<file path="config.mk">
export PLATFORM = sky130hd
export DESIGN_NAME = ff128_unpack
export DESIGN_NICKNAME = d
export VERILOG_FILES = /design/src/rtl/ff128_unpack_pkg.sv /design/src/rtl/ff128_word_mux.sv /design/src/rtl/ff128_unpack.sv
export SDC_FILE = /design/constraint.sdc
export NUM_CORES = 1
export LEC_CHECK = 0
export CELL_PAD_IN_SITES_DETAIL_PLACEMENT = 0
export CELL_PAD_IN_SITES_GLOBAL_PLACEMENT = 2
export CORE_ASPECT_RATIO = 2
export CORE_MARGIN = 3
export CORE_UTILIZATION = 37
export CTS_BUF_LIST = sky130_fd_sc_hd__clkbuf_16
export DETAILED_ROUTE_END_ITERATION = 6
export DONT_BUFFER_PORTS = 1
export PLACE_DENSITY_LB_ADDON = 0.1
export SLEW_MARGIN = 30
export SYNTH_ARGS = -nofsm -noshare
export SYNTH_HDL_FRONTEND = slang
export SYNTH_SLANG_ARGS = --single-unit
</file>
<file path="constraint.sdc">
create_clock -name clock -period 2.02 [get_ports clock]
set_input_delay 0.404 -clock clock [delete_from_list [all_inputs] [get_ports clock]]
set_output_delay 0.404 -clock clock [all_outputs]
set_load 0.005 [all_outputs]
</file>
<file path="src/rtl/ff128_unpack_pkg.sv">
// Shared definitions for the ff128_unpack wide-to-narrow word unpacker.
// Holds the FSM state type, the narrow word width and the legal range
// for the number of words per input beat.
package ff128_unpack_pkg;

    // Width of one narrow output word.
    localparam int unsigned WORD_W = 32;

    // Legal bounds for the IN_WORDS parameter.
    localparam int unsigned IN_WORDS_MIN = 2;
    localparam int unsigned IN_WORDS_MAX = 8;

    // Width of the word index; covers up to IN_WORDS_MAX words.
    localparam int unsigned IDX_W = 3;

    // Unpacker FSM: EMPTY waits for a beat, DRAIN emits its words.
    typedef enum logic {
        EMPTY = 1'b0,
        DRAIN = 1'b1
    } state_e;

endpackage

</file>
<file path="src/rtl/ff128_word_mux.sv">
// Selects one 32-bit word out of the held wide beat.
// Word order is set by the FF128_UNPACK_MSW_FIRST_EN macro: when defined,
// word 0 is the most significant word; otherwise word 0 is in_data[31:0].
module ff128_word_mux
    import ff128_unpack_pkg::*;
#(
    parameter int unsigned IN_WORDS = 4
) (
    input  logic [WORD_W*IN_WORDS-1:0] hold,
    input  logic [IDX_W-1:0]           idx,
    output logic [WORD_W-1:0]          word
);

    // Decode idx into a word select; unused idx values give zero.
    always_comb begin
        word = '0;
        for (int i = 0; i < int'(IN_WORDS); i++) begin
            if (idx == IDX_W'(i)) begin
`ifdef FF128_UNPACK_MSW_FIRST_EN
                word = hold[WORD_W*(int'(IN_WORDS)-1-i) +: WORD_W];
`else
                word = hold[WORD_W*i +: WORD_W];
`endif
            end
        end
    end

endmodule

</file>
<file path="src/rtl/ff128_unpack.sv">
// Wide-to-narrow unpacker: takes IN_WORDS x 32-bit beats and emits them one
// 32-bit word per cycle. A two-state FSM (EMPTY/DRAIN) with a word counter
// handles the handshakes; in_ready passes through combinationally on the last
// word so consecutive beats stream without a bubble.
// Optional build macro: FF128_UNPACK_MSW_FIRST_EN (emit most significant word
// first; see ff128_word_mux).
module ff128_unpack
    import ff128_unpack_pkg::*;
#(
    parameter int unsigned IN_WORDS = 4
) (
    input  logic                       clock,
    input  logic                       sclr,
    input  logic [WORD_W*IN_WORDS-1:0] in_data,
    input  logic                       in_valid,
    output logic                       in_ready,
    input  logic                       flush,
    output logic [WORD_W-1:0]          out_data,
    output logic                       out_valid,
    input  logic                       out_ready,
    output logic                       out_last,
    output logic [IDX_W-1:0]           out_idx
);

    localparam logic [IDX_W-1:0] LAST_IDX = IDX_W'(IN_WORDS - 1);

    // Reject illegal configurations at elaboration.
    generate
        if (IN_WORDS < IN_WORDS_MIN || IN_WORDS > IN_WORDS_MAX) begin : g_bad_cfg
            $error("ff128_unpack: IN_WORDS out of range");
        end
    endgenerate

    state_e                     state_q, state_d;
    logic [IDX_W-1:0]           idx_q, idx_d;
    logic [WORD_W*IN_WORDS-1:0] hold_q, hold_d;

    logic [WORD_W-1:0] sel_word;
    logic              in_xfer;
    logic              out_xfer;

    ff128_word_mux #(
        .IN_WORDS(IN_WORDS)
    ) u_word_mux (
        .hold(hold_q),
        .idx (idx_q),
        .word(sel_word)
    );

    // Output and handshake decode from the current state.
    always_comb begin
        out_valid = (state_q == DRAIN);
        out_last  = out_valid && (idx_q == LAST_IDX);
        out_idx   = idx_q;
        out_data  = out_valid ? sel_word : '0;
        // Flush blocks input so nothing is captured in the flush cycle.
        in_ready  = !flush && ((state_q == EMPTY) || (out_last && out_ready));
        in_xfer   = in_valid && in_ready;
        out_xfer  = out_valid && out_ready;
    end

    // Next-state, counter and hold register update.
    always_comb begin
        state_d = state_q;
        idx_d   = idx_q;
        hold_d  = hold_q;
        if (flush) begin
            state_d = EMPTY;
            idx_d   = '0;
        end else begin
            unique case (state_q)
                EMPTY: begin
                    if (in_xfer) begin
                        hold_d  = in_data;
                        idx_d   = '0;
                        state_d = DRAIN;
                    end
                end
                DRAIN: begin
                    if (out_xfer) begin
                        if (!out_last) begin
                            idx_d = idx_q + IDX_W'(1);
                        end else if (in_xfer) begin
                            // Last word leaves as the next beat arrives.
                            hold_d = in_data;
                            idx_d  = '0;
                        end else begin
                            idx_d   = '0;
                            state_d = EMPTY;
                        end
                    end
                end
                default: begin
                    state_d = EMPTY;
                    idx_d   = '0;
                end
            endcase
        end
    end

    // State registers; sclr wins over flush and any transfer.
    always_ff @(posedge clock) begin
        if (sclr) begin
            state_q <= EMPTY;
            idx_q   <= '0;
            hold_q  <= '0;
        end else begin
            state_q <= state_d;
            idx_q   <= idx_d;
            hold_q  <= hold_d;
        end
    end

endmodule

</file>
==> out/qor.csv <==
metric,value,unit
status,"complete, but fails checks",
violations,setup timing,
gp_congestion,0.813,
synth_area_leaders,"dfxtp_1 (50%), a22o_1 (21%), o21ai_0 (5.2%), nand2_1 (4.6%), o21a_1 (4.6%)",
maxSlewViolCount,0,
cap_violations,0,
fp-row-count,61,
track_usage,0.219,
fp.dieW,90.5,µm
cts_tree,yes,
peakVddDrop,542,µV
ff_latch_area,0.00265,mm²
fillers,1366,
clk_pin_slew,0.06,ns
power.switching,1.47,mW
synth_top_area_share,0.501,
vias,4164,
layout-drive-gt1-share,0.209,
synthMuxAreaShare,0,
grt_pass1_wl,26300,µm
root_buffer,clkbuf_16,
final.min_clock_period,2.19,ns
ant_nets,0,
synth_nets,672,
synth_compound_area_frac,0.364,
clock_sinks,132,
grt_pass1_vias,4449,
timing.slew.headroom,0.774,
fin_crit_sh,1.08,
worstSetupPathType,reg -> out,
tightest_slew,0.338,ns
area.growth.synth_to_final,24.5,%
clockPowerShare,0.504,
wl,16900,µm
power_density,986,mW/mm²
final_core_util,0.471,
finalHoldViolCount,0,
drc,0,
grt_max_degree,72,
start_util,0.378,
grt_overflow,0,
hold-path-cell-count,1,
core_area,0.0140,mm²
vias_per_cell,5.63,
io_buffers,0,
synth.cell_area,0.00528,mm²
multiInputGateArea,0.00252,mm²
synth_simple_gate_area_share,0.0647,
setup_viol,32,
finalPower,6.48,mW
crit_fanout,11,
p_sw_frac,0.227,
ys_seq_area_frac,0.501,
cp-end-kind,output pin,
p_seq_frac,0.434,
die-area,0.0158,mm²
ios,171,
synth_top_area_cell,dfxtp_1,
htree_levels,4,
fin_skew,0.0120,ns
hold_class,in -> reg,
cts_max_path_buffers,2,
yosys.area_share.adder,0.00948,
crit_required,1.62,ns
antenna_found_initial,1,
fmax,457,MHz
dpl.hpwl,10600,µm
synth_cells,535,
nets,673,
combPwrFrac,0.062,
yosysWarnings,0,
die_y,175,µm
synth_top_family_by_area,compound AO/OA/AOI/OAI gates,
synth.ff_latch_count,132,
synth.avg_cell_area,9.87,µm²
cp-start-kind,flop,
clkLatencyLatePin,0.41,ns
wl_per_cell,22.8,µm
drt-initial-drc-count,177,
rsz0062_at_grt,yes,
dr.pass1.iters,4,
cts_buffers,17,
p_leak,2.42,nW
setup_slack,-0.170,ns
ys_types,26,
crit_arrival,1.79,ns
ctsHoldBuffers,0,
p_int,5.01,mW
synth_xor_area_frac,0,
reg2regPathDepth,7,
-- what timing repair did --
action	in CTS	in global routing
gates cloned	6	0
setup endpoints to repair	33	32
endpoints found under the hold margin	0	0
gates resized for setup	90	26
pin swaps	2	10
setup buffers	4	0
-- sequential cells by signal (all words and copies together) (netlist names) --
register	flops
hold_q	128
out_idx	3
out_valid	1
-- synth_stat cells (all sizes together) --
cell type  number
buf            30
nand4           2
inv             4
a21oi          34
nand2          65
nand2b          3
dfxtp         132
clkbuf         23
nor2b           1
o211ai          2
o21a           32
o21ai          65
a22o          129
nor3b           1
nand3b          1
nor4b           1
and3b           1
nand3           1
a2111oi         1
a211oi          2
nor3            1
ha              4
-- layer usage --
layer / GRT usage / part of all wire
met2: 0.403 / 0.56
met1: 0.233 / 0.36
met5: 0 / 0
met4: 0.0838 / 0.023
met3: 0.0607 / 0.056
-- worst paths after layout --
kind              start      endpoint  slack [ns]
min                sclr    out_idx[0]        0.05
max reg2reg  out_idx[0]    hold_q[80]        0.12
min reg2reg   hold_q[1]     hold_q[1]        0.48
max          out_idx[0]  out_data[11]       -0.17
-- placed cells by master (no fill, tap or decap), types with 3 or more instances in the layout --
| cell type | count |
|---|---|
| dfxtp_1 | 130 |
| a22o_1 | 128 |
| nand2_1 | 65 |
| o21ai_2 | 35 |
| a21oi_1 | 33 |
| o21a_1 | 32 |
| o21ai_1 | 28 |
| clkbuf_16 | 17 |
| buf_12 | 12 |
| buf_4 | 11 |
| buf_6 | 7 |
| inv_6 | 6 |
| ha_4 | 4 |
| bufinv_16 | 4 |
| buf_16 | 4 |
| inv_1 | 3 |
-- final cells by class --
class	count	share of cell area
antenna	1	0.000381
tap	189	0.0360
clock buffer	17	0.0647
multi-input combinational	346	0.384
inverter	4	0.00267
timing repair buffer	35	0.0786
sequential	132	0.403
clock inverter	15	0.0305
-- worst max-delay path, stage by stage (launching register included) --
cell	delay, ns
dfxtp_4	0.38
ha_4	0.18
nor3b_4	0.22
buf_6	0.17
buf_16	0.15
o21ai_1	0.07
o21ai_1	0.20
-- per-stage QoR --
step                      cells  worst slack, ns  setup TNS (ns)  cell area (µm²)  hold slack [ns]
after floorplan             535            0.135               0             5280            0.444
after global placement      696         -0.00994        -0.00994             5550            0.457
after detailed placement    696          -0.0166         -0.0166             5550            0.460
after CTS                   738           -0.187           -4.54             6510           0.0289
after global routing        739           -0.236           -6.09             6570           0.0331
final                       739           -0.170           -3.60             6570           0.0519
-- power by group through the flow --
stage	sequential, mW	clock (mW)	combinational [mW]
final	2.81	3.27	0.403
after floorplan	2.85	0	0.285
after global placement	2.86	0	0.353
after CTS	2.81	3.35	0.402
after detailed placement	2.86	0	0.361
after global routing	2.83	3.46	0.447
-- cell families (layout without fill, tap and decap cells) --
group | after synthesis | in the layout
other cells | 0 | 1
fa+ha+maj | 4 | 4
flops | 132 | 132
buf+inv | 57 | 71
compound gates | 265 | 265
simple gates | 77 | 77
No activity file was read; power rests on OpenSTA's default activity.
